**src/rtl/mgmt_initiator_pkg.sv**
```systemverilog
// Shared definitions for the management bus initiator and the responders on the same bus.
// Holds state encodings, responder address windows and the decode helper.
package mgmt_initiator_pkg;

    typedef enum logic [1:0] {
        ST_IDLE = 2'd0,
        ST_REQ  = 2'd1,
        ST_GAP  = 2'd2
    } state_t;

    // Responder address windows: system registers and memory-controller config
    localparam logic [31:0] SYSREG_BASE = 32'h0000_0000;
    localparam logic [31:0] SYSREG_MASK = 32'hFFFF_F000;
    localparam logic [31:0] MCCFG_BASE  = 32'h4000_0000;
    localparam logic [31:0] MCCFG_MASK  = 32'hFFFF_0000;

    localparam int TMR_W = 8;

    function automatic logic adr_hit(input logic [31:0] adr,
                                     input logic [31:0] base,
                                     input logic [31:0] mask);
        return (adr & mask) == base;
    endfunction

endpackage

```
**src/rtl/mgmt_initiator_timer.sv**
```systemverilog
// Loadable up-counter with a terminal-count flag; done is high while the
// count equals last, i.e. during the (last+1)-th enabled cycle after a load.
module mgmt_initiator_timer #(
    parameter int W = 8
) (
    input  logic         clk,
    input  logic         rst,
    input  logic         load,
    input  logic         en,
    input  logic [W-1:0] last,
    output logic         done
);

    logic [W-1:0] count_reg;

    always_ff @(posedge clk) begin
        if (rst) begin
            count_reg <= '0;
        end else if (load) begin
            count_reg <= '0;
        end else if (en) begin
            count_reg <= count_reg + 1'b1;
        end
    end

    assign done = (count_reg == last);

endmodule

```
**src/rtl/mgmt_initiator.sv**
```systemverilog
// Management bus master: one core command in, one mgmt bus transaction out,
// one response pulse back, with request timeout and an enforced idle gap.
module mgmt_initiator
    import mgmt_initiator_pkg::*;
#(
    parameter int TIMEOUT = 16,
    parameter int GAP     = 2
) (
    input  logic        clk,
    input  logic        rst,
    input  logic        cmd_vld,
    output logic        cmd_rdy,
    input  logic [31:0] cmd_adr,
    input  logic        cmd_rwn,
    input  logic [1:0]  cmd_wen,
    input  logic [31:0] cmd_txd,
    output logic        rsp_vld,
    output logic        rsp_err,
    output logic [31:0] rsp_rxd,
    output logic        mgmt_req,
    output logic [31:0] mgmt_adr,
    output logic        mgmt_rwn,
    output logic [1:0]  mgmt_wen,
    output logic [31:0] mgmt_txd,
    input  logic        mgmt_ack,
    input  logic        mgmt_rxe,
    input  logic [31:0] mgmt_rxd,
    output logic [7:0]  err_cnt
);

    localparam int N_TMR   = 2;
    localparam int TMR_TO  = 0;
    localparam int TMR_GAP = 1;

    state_t      state_reg;
    logic        cmd_rdy_reg;
    logic        rsp_vld_reg;
    logic        rsp_err_reg;
    logic [31:0] rsp_rxd_reg;
    logic        mgmt_req_reg;
    logic [31:0] mgmt_adr_reg;
    logic        mgmt_rwn_reg;
    logic [1:0]  mgmt_wen_reg;
    logic [31:0] mgmt_txd_reg;
    logic [7:0]  err_cnt_reg;

    logic [N_TMR-1:0] tmr_load;
    logic [N_TMR-1:0] tmr_en;
    logic [N_TMR-1:0] tmr_done;
    logic [TMR_W-1:0] tmr_last [N_TMR];

    // Timeout timer restarts on accept and counts every request cycle;
    // the gap timer is held clear while requesting and counts through GAP.
    assign tmr_last[TMR_TO]  = TMR_W'(TIMEOUT - 1);
    assign tmr_last[TMR_GAP] = TMR_W'(GAP - 1);
    assign tmr_load[TMR_TO]  = (state_reg == ST_IDLE) && cmd_vld;
    assign tmr_en[TMR_TO]    = (state_reg == ST_REQ);
    assign tmr_load[TMR_GAP] = (state_reg == ST_REQ);
    assign tmr_en[TMR_GAP]   = (state_reg == ST_GAP);

    generate
        for (genvar gi = 0; gi < N_TMR; gi++) begin : g_tmr
            mgmt_initiator_timer #(
                .W (TMR_W)
            ) u_tmr (
                .clk  (clk),
                .rst  (rst),
                .load (tmr_load[gi]),
                .en   (tmr_en[gi]),
                .last (tmr_last[gi]),
                .done (tmr_done[gi])
            );
        end
    endgenerate

    always_ff @(posedge clk) begin
        if (rst) begin
            state_reg    <= ST_IDLE;
            cmd_rdy_reg  <= 1'b1;
            rsp_vld_reg  <= 1'b0;
            rsp_err_reg  <= 1'b0;
            rsp_rxd_reg  <= '0;
            mgmt_req_reg <= 1'b0;
            mgmt_adr_reg <= '0;
            mgmt_rwn_reg <= 1'b0;
            mgmt_wen_reg <= '0;
            mgmt_txd_reg <= '0;
            err_cnt_reg  <= '0;
        end else begin
            rsp_vld_reg <= 1'b0;
            rsp_err_reg <= 1'b0;
            rsp_rxd_reg <= '0;
            case (state_reg)
                ST_IDLE: begin
                    if (cmd_vld) begin
                        mgmt_adr_reg <= cmd_adr;
                        mgmt_rwn_reg <= cmd_rwn;
                        mgmt_wen_reg <= cmd_rwn ? 2'b00 : cmd_wen;
                        mgmt_txd_reg <= cmd_txd;
                        mgmt_req_reg <= 1'b1;
                        cmd_rdy_reg  <= 1'b0;
                        state_reg    <= ST_REQ;
                    end
                end
                ST_REQ: begin
                    // An ack on the terminal-count cycle still completes cleanly
                    if (mgmt_ack) begin
                        mgmt_req_reg <= 1'b0;
                        rsp_vld_reg  <= 1'b1;
                        rsp_rxd_reg  <= (mgmt_rwn_reg && mgmt_rxe) ? mgmt_rxd : 32'h0;
                        state_reg    <= ST_GAP;
                    end else if (tmr_done[TMR_TO]) begin
                        mgmt_req_reg <= 1'b0;
                        rsp_vld_reg  <= 1'b1;
                        rsp_err_reg  <= 1'b1;
                        if (err_cnt_reg != 8'hFF) begin
                            err_cnt_reg <= err_cnt_reg + 8'd1;
                        end
                        state_reg    <= ST_GAP;
                    end
                end
                ST_GAP: begin
                    if (tmr_done[TMR_GAP]) begin
                        cmd_rdy_reg <= 1'b1;
                        state_reg   <= ST_IDLE;
                    end
                end
                default: begin
                    mgmt_req_reg <= 1'b0;
                    cmd_rdy_reg  <= 1'b1;
                    state_reg    <= ST_IDLE;
                end
            endcase
        end
    end

    assign cmd_rdy  = cmd_rdy_reg;
    assign rsp_vld  = rsp_vld_reg;
    assign rsp_err  = rsp_err_reg;
    assign rsp_rxd  = rsp_rxd_reg;
    assign mgmt_req = mgmt_req_reg;
    assign mgmt_adr = mgmt_adr_reg;
    assign mgmt_rwn = mgmt_rwn_reg;
    assign mgmt_wen = mgmt_wen_reg;
    assign mgmt_txd = mgmt_txd_reg;
    assign err_cnt  = err_cnt_reg;

endmodule

```
**config.mk**
```make
export PLATFORM = sky130hd
export DESIGN_NAME = mgmt_initiator
export DESIGN_NICKNAME = d
export VERILOG_FILES = /design/src/rtl/mgmt_initiator_pkg.sv /design/src/rtl/mgmt_initiator_timer.sv /design/src/rtl/mgmt_initiator.sv
export SDC_FILE = /design/constraint.sdc
export NUM_CORES = 1
export LEC_CHECK = 0
export CAP_MARGIN = 20
export CELL_PAD_IN_SITES_DETAIL_PLACEMENT = 1
export CELL_PAD_IN_SITES_GLOBAL_PLACEMENT = 1
export CORE_UTILIZATION = 31
export DETAILED_ROUTE_END_ITERATION = 16
export PLACE_DENSITY = 0.82
export SLEW_MARGIN = 5
export SYNTH_ARGS = -nofsm -noshare
export SYNTH_HDL_FRONTEND = slang
export SYNTH_SLANG_ARGS = --single-unit
```
**constraint.sdc**
```tcl
create_clock -name clk -period 3 [get_ports clk]
set_clock_uncertainty 0.15 [all_clocks]
set_input_delay 0.3 -clock clk [delete_from_list [all_inputs] [get_ports clk]]
set_output_delay 0.3 -clock clk [all_outputs]
set_load 0.01 [all_outputs]
```
=== After elaboration in Yosys (flattened, before gate mapping) ===
Index checks and enable logic that the tools add are counted.

* Memories kept: 0
* Bits in read-only memories: 0
* Input port bits: 104
* Output and inout bits: 111
* Register bits after elaboration: 129
* Word-level logic and storage cells: 56
* Latch bits: 0
* Memory bits (writable): 0

* Add/sub/neg operators: 3
* Equal/unequal tests: 8
* $lt $le $gt $ge: 0
* Div/mod/pow operators: 0
* Reductions and logical operators: 13
* Shifts and indexed selects: 0
* Bitwise operators: 4
* Multiply operators: 0
* Multiplexer cells: 15

{| class="wikitable"
|+ Operator list
! cell !! number
|-
| adder 8 x 1 -> 8 bit (second input constant) || 3
|-
| two-way mux 2 bit || 5
|-
| AND reduction 3 bit || 3
|-
| == test 8 x 1 -> 1 bit (second input constant) || 1
|-
| == test 8 x 4 -> 1 bit (second input constant) || 1
|-
| inequality test 8 bit (second input constant) || 1
|-
| two-way mux 1 bit || 7
|-
| case mux 1 bit (3 select lines) || 2
|-
| case mux 2 bit (3 select lines) || 1
|-
| OR reduction 2 bit || 3
|-
| inequality test 2 bit (second input constant) || 2
|-
| NOT 1 bit || 4
|-
| AND reduction 4 bit || 1
|-
| OR reduction 4 bit || 1
|-
| inequality test 3 bit (second input constant) || 1
|-
| OR reduction 3 bit || 1
|-
| == test 2 x 1 -> 1 bit (second input constant) || 1
|-
| == test 2 bit (second input constant) || 1
|-
| logical AND 1 bit || 2
|-
| zero test 2 bit || 1
|-
| AND reduction 2 bit || 1
|}

=== Depth between registers and ports, before layout ===
* Depth after elaboration: 4
* Mapped depth: 8
* Mapped depth without buffers: 6

=== By module ===
A second synthesis with hierarchy kept.

* Cells, all modules: 530
* Area, all modules: 4667.0 um^2

{| class="wikitable"
|+ Modules (own cells, without submodules)
! module !! cells each !! area each (um^2) !! times used !! sequential area each (um^2)
|-
| mgmt_initiator || 430 || 3801.1 || 1 || 2262.2
|-
| mgmt_initiator_timer || 50 || 432.9 || 2 || 160.2
|}

=== Least setup slack after synthesis ===
Ideal clock, no wire load.

* Path type: register to register
* Start point: register err_cnt_reg[0], in the netlist err_cnt[0]
* End point: register err_cnt_reg[5], in the netlist err_cnt[5]
* Arrival time: 1.598 ns
* Required time: 2.729 ns
* Stages on the path, launching flop included: 6
* Slack: 1.131 ns
* Clock period less this slack: 1.869 ns
* Cell sequence: dfxtp_1 -> ha_1 -> and2_1 -> nor3b_2 -> and4b_1 -> mux2_2

* Longest elaborated chain between the ends: 2

{| class="wikitable"
|+ Ends and longest elaborated chain
! what !! RTL line !! text
|-
| from (decl) || mgmt_initiator.sv:45 || <nowiki>logic [7:0] err_cnt_reg;</nowiki>
|-
| from (signal assigned) || mgmt_initiator.sv:117 || <nowiki>err_cnt_reg <= err_cnt_reg + 8'd1;</nowiki>
|-
| branches (longest 2 deep; another with adder 8 x 1 -> 8 bit) || n/a ||
|}

Parallel ways; which one is timed is not known.
A chain may end at the register's enable or synchronous reset.

=== Final worst setup path ===
* Start point: register state_reg[1]
* End point: register mgmt_txd_reg[0], in the netlist mgmt_txd[0]

* Longest elaborated chain between the ends: 2

{| class="wikitable"
|+ Ends and longest elaborated chain
! what !! RTL line !! text
|-
| from (decl) || mgmt_initiator.sv:35 || <nowiki>state_t state_reg;</nowiki>
|-
| from (signal assigned) || mgmt_initiator.sv:78 || <nowiki>state_reg <= ST_IDLE;</nowiki>
|-
| from (signal assigned) || mgmt_initiator.sv:102 || <nowiki>state_reg <= ST_REQ;</nowiki>
|-
| from (signal assigned) || mgmt_initiator.sv:111 || <nowiki>state_reg <= ST_GAP;</nowiki>
|-
| zero test 2 bit || mgmt_initiator.sv:93 || <nowiki>case (state_reg)</nowiki>
|-
| AND reduction 2 bit (no source line) || n/a ||
|-
| to (signal assigned) || mgmt_initiator.sv:99 || <nowiki>mgmt_txd_reg <= cmd_txd;</nowiki>
|-
| to (decl) || mgmt_initiator.sv:44 || <nowiki>logic [31:0] mgmt_txd_reg;</nowiki>
|}

Every way passes these cells.

==> summary.md <==
| Metric | Value |
|---|---|
| Count leader, synth | `nand2_1` |
| Setup Viol. Count Final | `0` |
| Die height | `124 µm` |
| Final wirelength | `14.7 mm` |
| Sw frac | `22.1%` |
| Pint | `0.00355 W` |
| Vias in the first global route | `4359` |
| Routing usage on met3 | `7.88%` |
| Psw | `0.00101 W` |
| Most common flop cell mapped by yosys | `dfxtp_1` |
| Slew Limit Fails | `0` |
| RSZ-0062 raised after global routing | `no` |
| Chip width | `124 µm` |
| Critical path's slowest cell | `dfxtp_1` |
| Sequential area share after synthesis | `56.3%` |
| Hold Path Class | `in2reg` |
| Post-synth EDFFs | `0` |
| Logic pwr share | `11.0%` |
| Dominant cell type by area after synthesis | `dfxtp_1` |
| Synth area leaders | `dfxtp_1 56%, nand2_1 12%, a21oi_1 9.1%, and2_1 4.8%, xor2_1 2.1%` |
| CTS Buffer Depth | `2` |
| Synth Instances | `522` |
| Setup WS post-layout | `0.814 ns` |
| Fmax | `0.457 GHz` |
| Area growth syn-to-layout | `63.9%` |
| HP Start | `rst` |
| Post-Place Worst Slack | `0.699 ns` |
| # hold bufs at CTS | `0` |
| Kind of critical path | `reg2reg` |
| Routed WL per cell | `15.8 µm` |
| CP max FO | `66` |
| Max-cap violations | `0` |
| CTS tree | `done` |
| First-pass GRT wire length | `21.6 mm` |
| FF-to-FF Start | `state_reg[1]$_SDFFE_PP0P_` |
| Layout cell share with drive strength beyond 1 | `6.33%` |
| Pleak | `2.80 nW` |
| # DRC | `0` |
| Final hold viol count | `0` |
| GRT Total Usage | `18.9%` |
| Critical path required time | `3.19 ns` |
| Top Usage Layer GRT | `met2` |
| CP cell instances | `inv_1, nand3_2, buf_4, nand2_1, a21oi_1` |
| CTS Buf Count | `17` |
| Antenna Cells | `0` |
| Crit-path max cell delay | `0.60 ns` |
| Clk slew on worst S/H paths | `0.06 ns` |
| Setup bufs post-CTS | `0` |
| Syn Std Cell Area | `0.00458 mm²` |
| Number of fill cells in the layout | `1614` |
| Die Footprint | `0.0153 mm²` |
| I/O Pins | `215` |
| DRT Pass-1 Iters | `4` |
| Cell area power density | `607 mW/mm²` |
| Rows | `44` |
| Minimum clock period after layout | `2.19 ns` |
| Vias/cell | `4.70` |
| Synth top area share | `56.3%` |
| Slew @ Worst Pin | `0.721 ns` |
| CTS-repair resized insts | `0` |
| Maximum VDD drop | `0.353 mV` |
| Largest net degree at the start of global routing | `67` |
| Setup TNS | `0 ns` |
| Syn avg cell area | `8.78 µm²` |
| Crit path max-delay family | `buffers and inverters` |
| CP arrival | `2.38 ns` |
| Gpl congestion | `0.812` |
| H-tree Lvls | `4` |
| Total gr overflow | `0` |
| CP startpoint | `state_reg[1]$_SDFFE_PP0P_` |
| Synth async-reset ratio | `0%` |
| Core Area | `0.0145 mm²` |
| Critical Path Sink Type | `register` |
| Fin nets | `838` |
| WP buf/inv | `2` |
| Netlist cell types | `42` |
| GRT met2 Usage | `33.1%` |
| Reg power frac | `40.0%` |
| Syn. warnings | `0` |
| Period utilization | `72.9%` |
| Initial Utilization | `31.7%` |
| Commonest cells in the netlist | `144 x nand2_1, 129 x dfxtp_1, 83 x a21oi_1` |
| Vias | `4358` |
| Outcome | `completed` |
| Power share of the clock group | `49.0%` |
| CTS Root Cell | `clkbuf_16` |
| Fin Hold WS | `0.130 ns` |
| Initial antenna violation count | `0` |
| # port buffers | `214` |
| CTS Sinks | `129` |
| DP HPWL | `10.5 mm` |
| DRT iter0 DRCs | `149` |
| Clk_lat worst skew | `0.41 ns` |
| M1 GR Usage | `19.6%` |
| ANT nets after route | `0` |
| Worst setup SP type | `register` |
| Synth Register Bits | `129` |
| Syn_nets | `630` |
| Max-slew headroom | `51.9%` |
[logic make-up (layout without fill, tap and decap cells)]
group,after synthesis,in the layout,synth area share (%)
and+or+nand+nor,241,241,25.2
xor gates and xnor gates,13,13,2.48
AOI/OAI and AO/OA,97,97,11.2
muxes,2,2,0.464
DFF,129,129,56.3
adders and majority gates,4,4,1.09
buffers and inverters,36,257,3.25
[cell usage in the layout (no fill, tap or decap), drive strengths merged, types with 2 or more instances in the layout]
cell type / count
ha: 4
and2: 35
nand2: 144
nand4: 8
clkinvlp: 2
xor2: 11
nand3b: 3
inv: 5
nor3b: 2
xnor2: 2
nor3: 4
nor2b: 2
or4: 3
o31ai: 2
or3: 2
nor2: 17
clkdlybuf4s50: 213
and3: 4
clkinv: 4
dfxtp: 129
a21oi: 83
buf: 7
o21ai: 5
clkbuf: 21
nand3: 7
a211oi: 2
nand2b: 2
and4b: 4
bufinv: 5
[final timing paths]
check / endpoint / slack, ns / depth (start not counted)
max: mgmt_txd[0]$_SDFFE_PP0P_ / 0.81 / 5
min: state_reg[0]$_SDFFE_PP0P_ / 0.13 / 2
max reg2reg: mgmt_txd[0]$_SDFFE_PP0P_ / 0.81 / 5
min reg2reg: mgmt_adr[25]$_SDFFE_PP0P_ / 0.30 / 2
[power groups by stage]
stage / Combinational [W] / Sequential (W) / Clock (W)
final: 0.000502 / 0.00182 / 0.00223
after CTS: 0.000510 / 0.00183 / 0.00229
after detailed placement: 0.000505 / 0.00186 / 0
after floorplan: 0.000166 / 0.00188 / 0
after global routing: 0.000548 / 0.00183 / 0.00237
after global placement: 0.000491 / 0.00186 / 0
[routing by layer]
layer | share of wire, % | vias to the layer above | routed length (µm)
met1 | 39 | 2027 | 5770
met4 | 2.2 | 0 | 323
met5 | 0 | - | 0
met3 | 8.7 | 26 | 1280
li1 | - | 2139 | -
met2 | 50 | 166 | 7310
[layout make-up]
| type | instances | area (µm²) | share of cell area [%] |
|---|---|---|---|
| flip-flops and latches | 129 | 2580 | 34.4 |
| repair buffers | 220 | 2180 | 29.0 |
| multi-input cells | 357 | 1860 | 24.8 |
| clock buffers | 21 | 450 | 6.00 |
| well taps | 184 | 230 | 3.06 |
| clock inverters | 11 | 185 | 2.46 |
| inverters | 5 | 18.8 | 0.250 |
[metrics by stage]
| step | cell area (µm²) | std cells | utilization, % | power (W) |
|---|---|---|---|---|
| after CTS | 7510 | 927 | 51.9 | 0.00462 |
| after detailed placement | 6880 | 895 | 47.5 | 0.00237 |
| after floorplan | 4580 | 522 | - | 0.00205 |
| after global placement | 6880 | 895 | 47.5 | 0.00235 |
| after global routing | 7510 | 927 | 51.9 | 0.00475 |
| final | 7510 | 927 | 51.9 | 0.00456 |
No activity file was read; power rests on OpenSTA's default activity.
==> RTL edit 1, RTL diff (same settings) <==
Make the reset (`rst`) asynchronous in 2 clocked blocks.
--- a/src/rtl/mgmt_initiator_timer.sv
+++ b/src/rtl/mgmt_initiator_timer.sv
@@ -13,7 +13,7 @@
 
     logic [W-1:0] count_reg;
 
-    always_ff @(posedge clk) begin
+    always_ff @(posedge clk or posedge rst) begin
         if (rst) begin
             count_reg <= '0;
         end else if (load) begin
--- a/src/rtl/mgmt_initiator.sv
+++ b/src/rtl/mgmt_initiator.sv
@@ -73,7 +73,7 @@
         end
     endgenerate
 
-    always_ff @(posedge clk) begin
+    always_ff @(posedge clk or posedge rst) begin
         if (rst) begin
             state_reg    <= ST_IDLE;
             cmd_rdy_reg  <= 1'b1;
Formal check against the unedited RTL: differs if rst is asserted again (counterexample within 4 cycles, from zero or initial values and one cycle with rst high); with rst held inactive, the same outputs for 10 cycles.
==> RTL edit 1 against the unedited design <==
  * Design area rose by 8.5%
  * Area after synthesis rose by 9.9%
  * Synthesized cell count fell by 4.4%
  * Sequential cell count did not move
  * Worst setup slack improved by 0.13 ns
  * Routed wire length rose by 4.5%
  * Count of clock-buffer cells in the layout rose by 2
  * Die area rose by 9.7%
Power is not compared: it rests on default switching activity, and its combinational part moved more than twofold at a synthesized area within 25%.
==> RTL edit 1: results (changes against the unedited design) <==
Crit path largest cell delay=0.47 ns (-0.13 ns); final clock period utilization by the worst path=68.5% (-4.4 points); tightest hold margin=0.156 ns (+0.0262 ns); overall fraction of global-route tracks in use=19.0% (+0.077 points); result of the run=completed; Crit Reg-Reg Endpoint=err_cnt[1]$_DFFE_PP0P_; per-cell via count in the routed design=4.53 (-3.6%); most numerous cell types in the synthesized netlist=sky130_fd_sc_hd__nand2_1 (208), sky130_fd_sc_hd__dfrtp_1 (128), sky130_fd_sc_hd__and2_1 (34), sky130_fd_sc_hd__clkbuf_1 (14), sky130_fd_sc_hd__nor2_1 (12); count of nets after finishing=831 (-0.84%); synth unique cells=36 (-14%); ys async rst share=100% (+100 points); DP Wirelength=11,300 um (+7.0%); data arrival time of the critical path=2.21 ns (-0.17 ns); drt wl/cell=16.2 um (+2.2%); largest net degree at the start of global routing=61 (-9.0%); RD Place Congestion=0.775 (-4.6%); placement-stage cell area=7460 sq um (+8.5%); actual transition at the worst max-transition pin=0.644 ns (-0.0773 ns); worst r2r path cells=6 (+1); Worst R2R Setup Slack=0.95 ns (+0.13 ns); CP Launch Point=state_reg[1]$_DFFE_PP0P_; post-layout power=7.53 mW; number of nets in the synthesized netlist=611 (-3.0%); via count of the first global-routing pass=4,881 (+12%); # fillers=1,738 (+7.7%); dominant cells by area after synthesis=sky130_fd_sc_hd__dfrtp_1 (64%), sky130_fd_sc_hd__nand2_1 (15%), sky130_fd_sc_hd__and2_1 (4.2%); Crit Reg-Reg Startpoint=state_reg[1]$_DFFE_PP0P_
[RTL edit 1: kinds of logic (layout without fill, tap and decap cells)]
group                    Yosys count  after routing  synth area share [%]
AND/OR/NAND/NOR                  289            289                  25.3
multiplexers                       4              4                 0.919
flip-flops                       129            129                  64.1
buffers and inverters             28            261                  2.09
adder cells (fa/ha/maj)            8              8                  1.99
AO/OA/AOI/OAI                     28             28                  3.30
XOR/XNOR                          13             13                  2.26
[RTL edit 1: routing by layer]
layer  vias up  track usage, %  share of wire, %
met1      2101            19.4                37
met5         -               0                 0
met4         0            8.76               2.4
met2       161            35.1                53
met3        26            6.15               7.9
li1       2010               -                 -
[RTL edit 1: area by class of cell]
cell class	instances	area (sq um)	share of cell area (%)
Sequential cell	129	3230	39.6
Timing Repair Buffer	222	2230	27.3
Multi-Input combinational cell	342	1710	20.9
Clock buffer	23	488	5.99
Tap cell	216	270	3.32
Clock inverter	9	200	2.46
Inverter	7	30.0	0.368
==> RTL edit 2, RTL diff (same flow settings) <==
Made on the original files. Set the package constant `TMR_W` to 10 (it was 8).
--- a/src/rtl/mgmt_initiator_pkg.sv
+++ b/src/rtl/mgmt_initiator_pkg.sv
@@ -14,7 +14,7 @@
     localparam logic [31:0] MCCFG_BASE  = 32'h4000_0000;
     localparam logic [31:0] MCCFG_MASK  = 32'hFFFF_0000;
 
-    localparam int TMR_W = 8;
+    localparam int TMR_W = 10;
 
     function automatic logic adr_hit(input logic [31:0] adr,
                                      input logic [31:0] base,
Function: same outputs for any inputs over 10 cycles, from zero or initial values and one cycle with rst high; that may be too few to reach the edited logic, so the function may still have changed.
==> RTL edit 2 against the unedited design <==
  * Area after synthesis up 4.9%
  * Fmax down 8.5%
  * Sequential share of layout area is essentially flat
  * Critical endpoint is now err_cnt[5]$_SDFFE_PP0P_
  * Routed wire length up 0.85%
  * Design area rose by 3.2%
  * Sequential cell count grew 4
  * Power shrank 0.18%
  * Worst setup slack got worse by 0.20 ns
==> RTL edit 2: results (changes against the unedited design) <==
result of the run=completed; DP Worst Slack=0.597 ns (-0.102 ns); Global Route met1 Usage=20.1% (+0.50 points); data arrival time of the critical path=2.54 ns (+0.16 ns); worst voltage drop across the vdd grid=406 uV (+15%); compound-gate portion of the synthesized area=10.6% (-0.60 points); relative area of clock buffers and inverters in the final design=7.92% (-0.54 points); critical path peak fanout=15 (-77%); # fillers=1,700 (+5.3%); DP Wirelength=10,600 um (+0.47%); fraction of synthesized area in multiplexers=0.885% (+0.42 points); non-clock buffer area fraction after layout=28.7% (-0.32 points); area grow syn2layout=61.3%; proportion of cell area occupied by multi-input gates=25.6% (+0.78 points); number of combinational gates with multiple inputs=376 (+5.3%); placement-stage cell area=7140 sq um (+3.8%); count of routing violations after the opening detailed-route iteration=148 (-0.67%); RD Place Congestion=0.802 (-1.2%); synthesized area divided by synthesized cell count=8.73 sq um (-0.63%); clock tree buffer count of the final layout=19 (-9.5%); post-synth design cell area=4810 sq um (+4.9%); number of H-tree levels=4 (unchanged); count of nets after finishing=865 (+3.2%); Placed Cells=926 (+3.5%); most numerous cell types in the synthesized netlist=sky130_fd_sc_hd__nand2_1 (139), sky130_fd_sc_hd__dfxtp_1 (133), sky130_fd_sc_hd__a21oi_1 (78), sky130_fd_sc_hd__and2_1 (32), sky130_fd_sc_hd__nor2_1 (28); overall fraction of global-route tracks in use=18.7% (-0.24 points); XOR/XNOR share of the synthesized area=2.73% (+0.25 points); met2 wire length=7340 um (+0.41%); non-filler instance count after layout=958 (+3.3%); dominant cells by area after synthesis=sky130_fd_sc_hd__dfxtp_1 (55%), sky130_fd_sc_hd__nand2_1 (11%), sky130_fd_sc_hd__a21oi_1 (8.1%); sequential area share after synthesis=55.4% (-0.96 points); Post-Route M1 WL=6120 um (+6.1%); Crit path largest cell delay=0.65 ns (+0.05 ns); share of final-layout standard cells stronger than drive strength 1=6.23% (-0.092 points); Buffers, non-clock=221 (+0.45%); via count of the first global-routing pass=4,737 (+8.7%); fraction of area in registers=34.3% (about the same); synth unique cells=45 (+7.1%); grt met2 use=33.3% (+0.22 points); wire length of the first global-routing pass=23,500 um (+8.4%); adder and majority cell fraction of the synthesized area=1.04% (-0.051 points); warnings from Yosys=0 (unchanged); drt wl/cell=15.5 um (-2.4%); largest net degree at the start of global routing=69 (+3.0%); non-clock inverter count in the final layout=8 (+3); number of nets in the synthesized netlist=659 (+4.6%); Clock Sinks=133 (+3.1%); total length of routed met3 wires=1070 um (-16%); per-cell via count in the routed design=4.75 (+1.0%); Top delay family on crit path=simple AND/OR/NAND/NOR gates; LEAKAGE=2.80 nW (+0.25%); actual transition at the worst max-transition pin=0.920 ns (+0.199 ns)
## RTL edit 2: kinds of logic after synthesis
| logic type | count (synthesis) |
|---|---|
| simple gates | 258 |
| fa+ha+maj | 4 |
| compound gates | 95 |
| xor+xnor | 15 |
| flops | 133 |
| buf+inv | 42 |
| mux | 4 |
## RTL edit 2: final timing paths
path / start / to / slack, ns / cells after the start
worst max-delay path: state_reg[0]$_SDFFE_PP0P_ / err_cnt[5]$_SDFFE_PP0P_ / 0.61 / 4
worst min-delay path: rst / mgmt_txd[4]$_SDFFE_PP0P_ / 0.25 / 2
worst max register to register: state_reg[0]$_SDFFE_PP0P_ / err_cnt[5]$_SDFFE_PP0P_ / 0.61 / 4
worst min register to register: mgmt_wen[1]$_SDFFE_PP0P_ / mgmt_wen[1]$_SDFFE_PP0P_ / 0.30 / 2
## RTL edit 2: power breakdown
group          switching (mW)  leakage [nW]  internal (mW)
logic                   0.230          1.44          0.294
clock network           0.806         0.283           1.34
registers              0.0450          1.08           1.84
total                    1.08          2.80           3.47
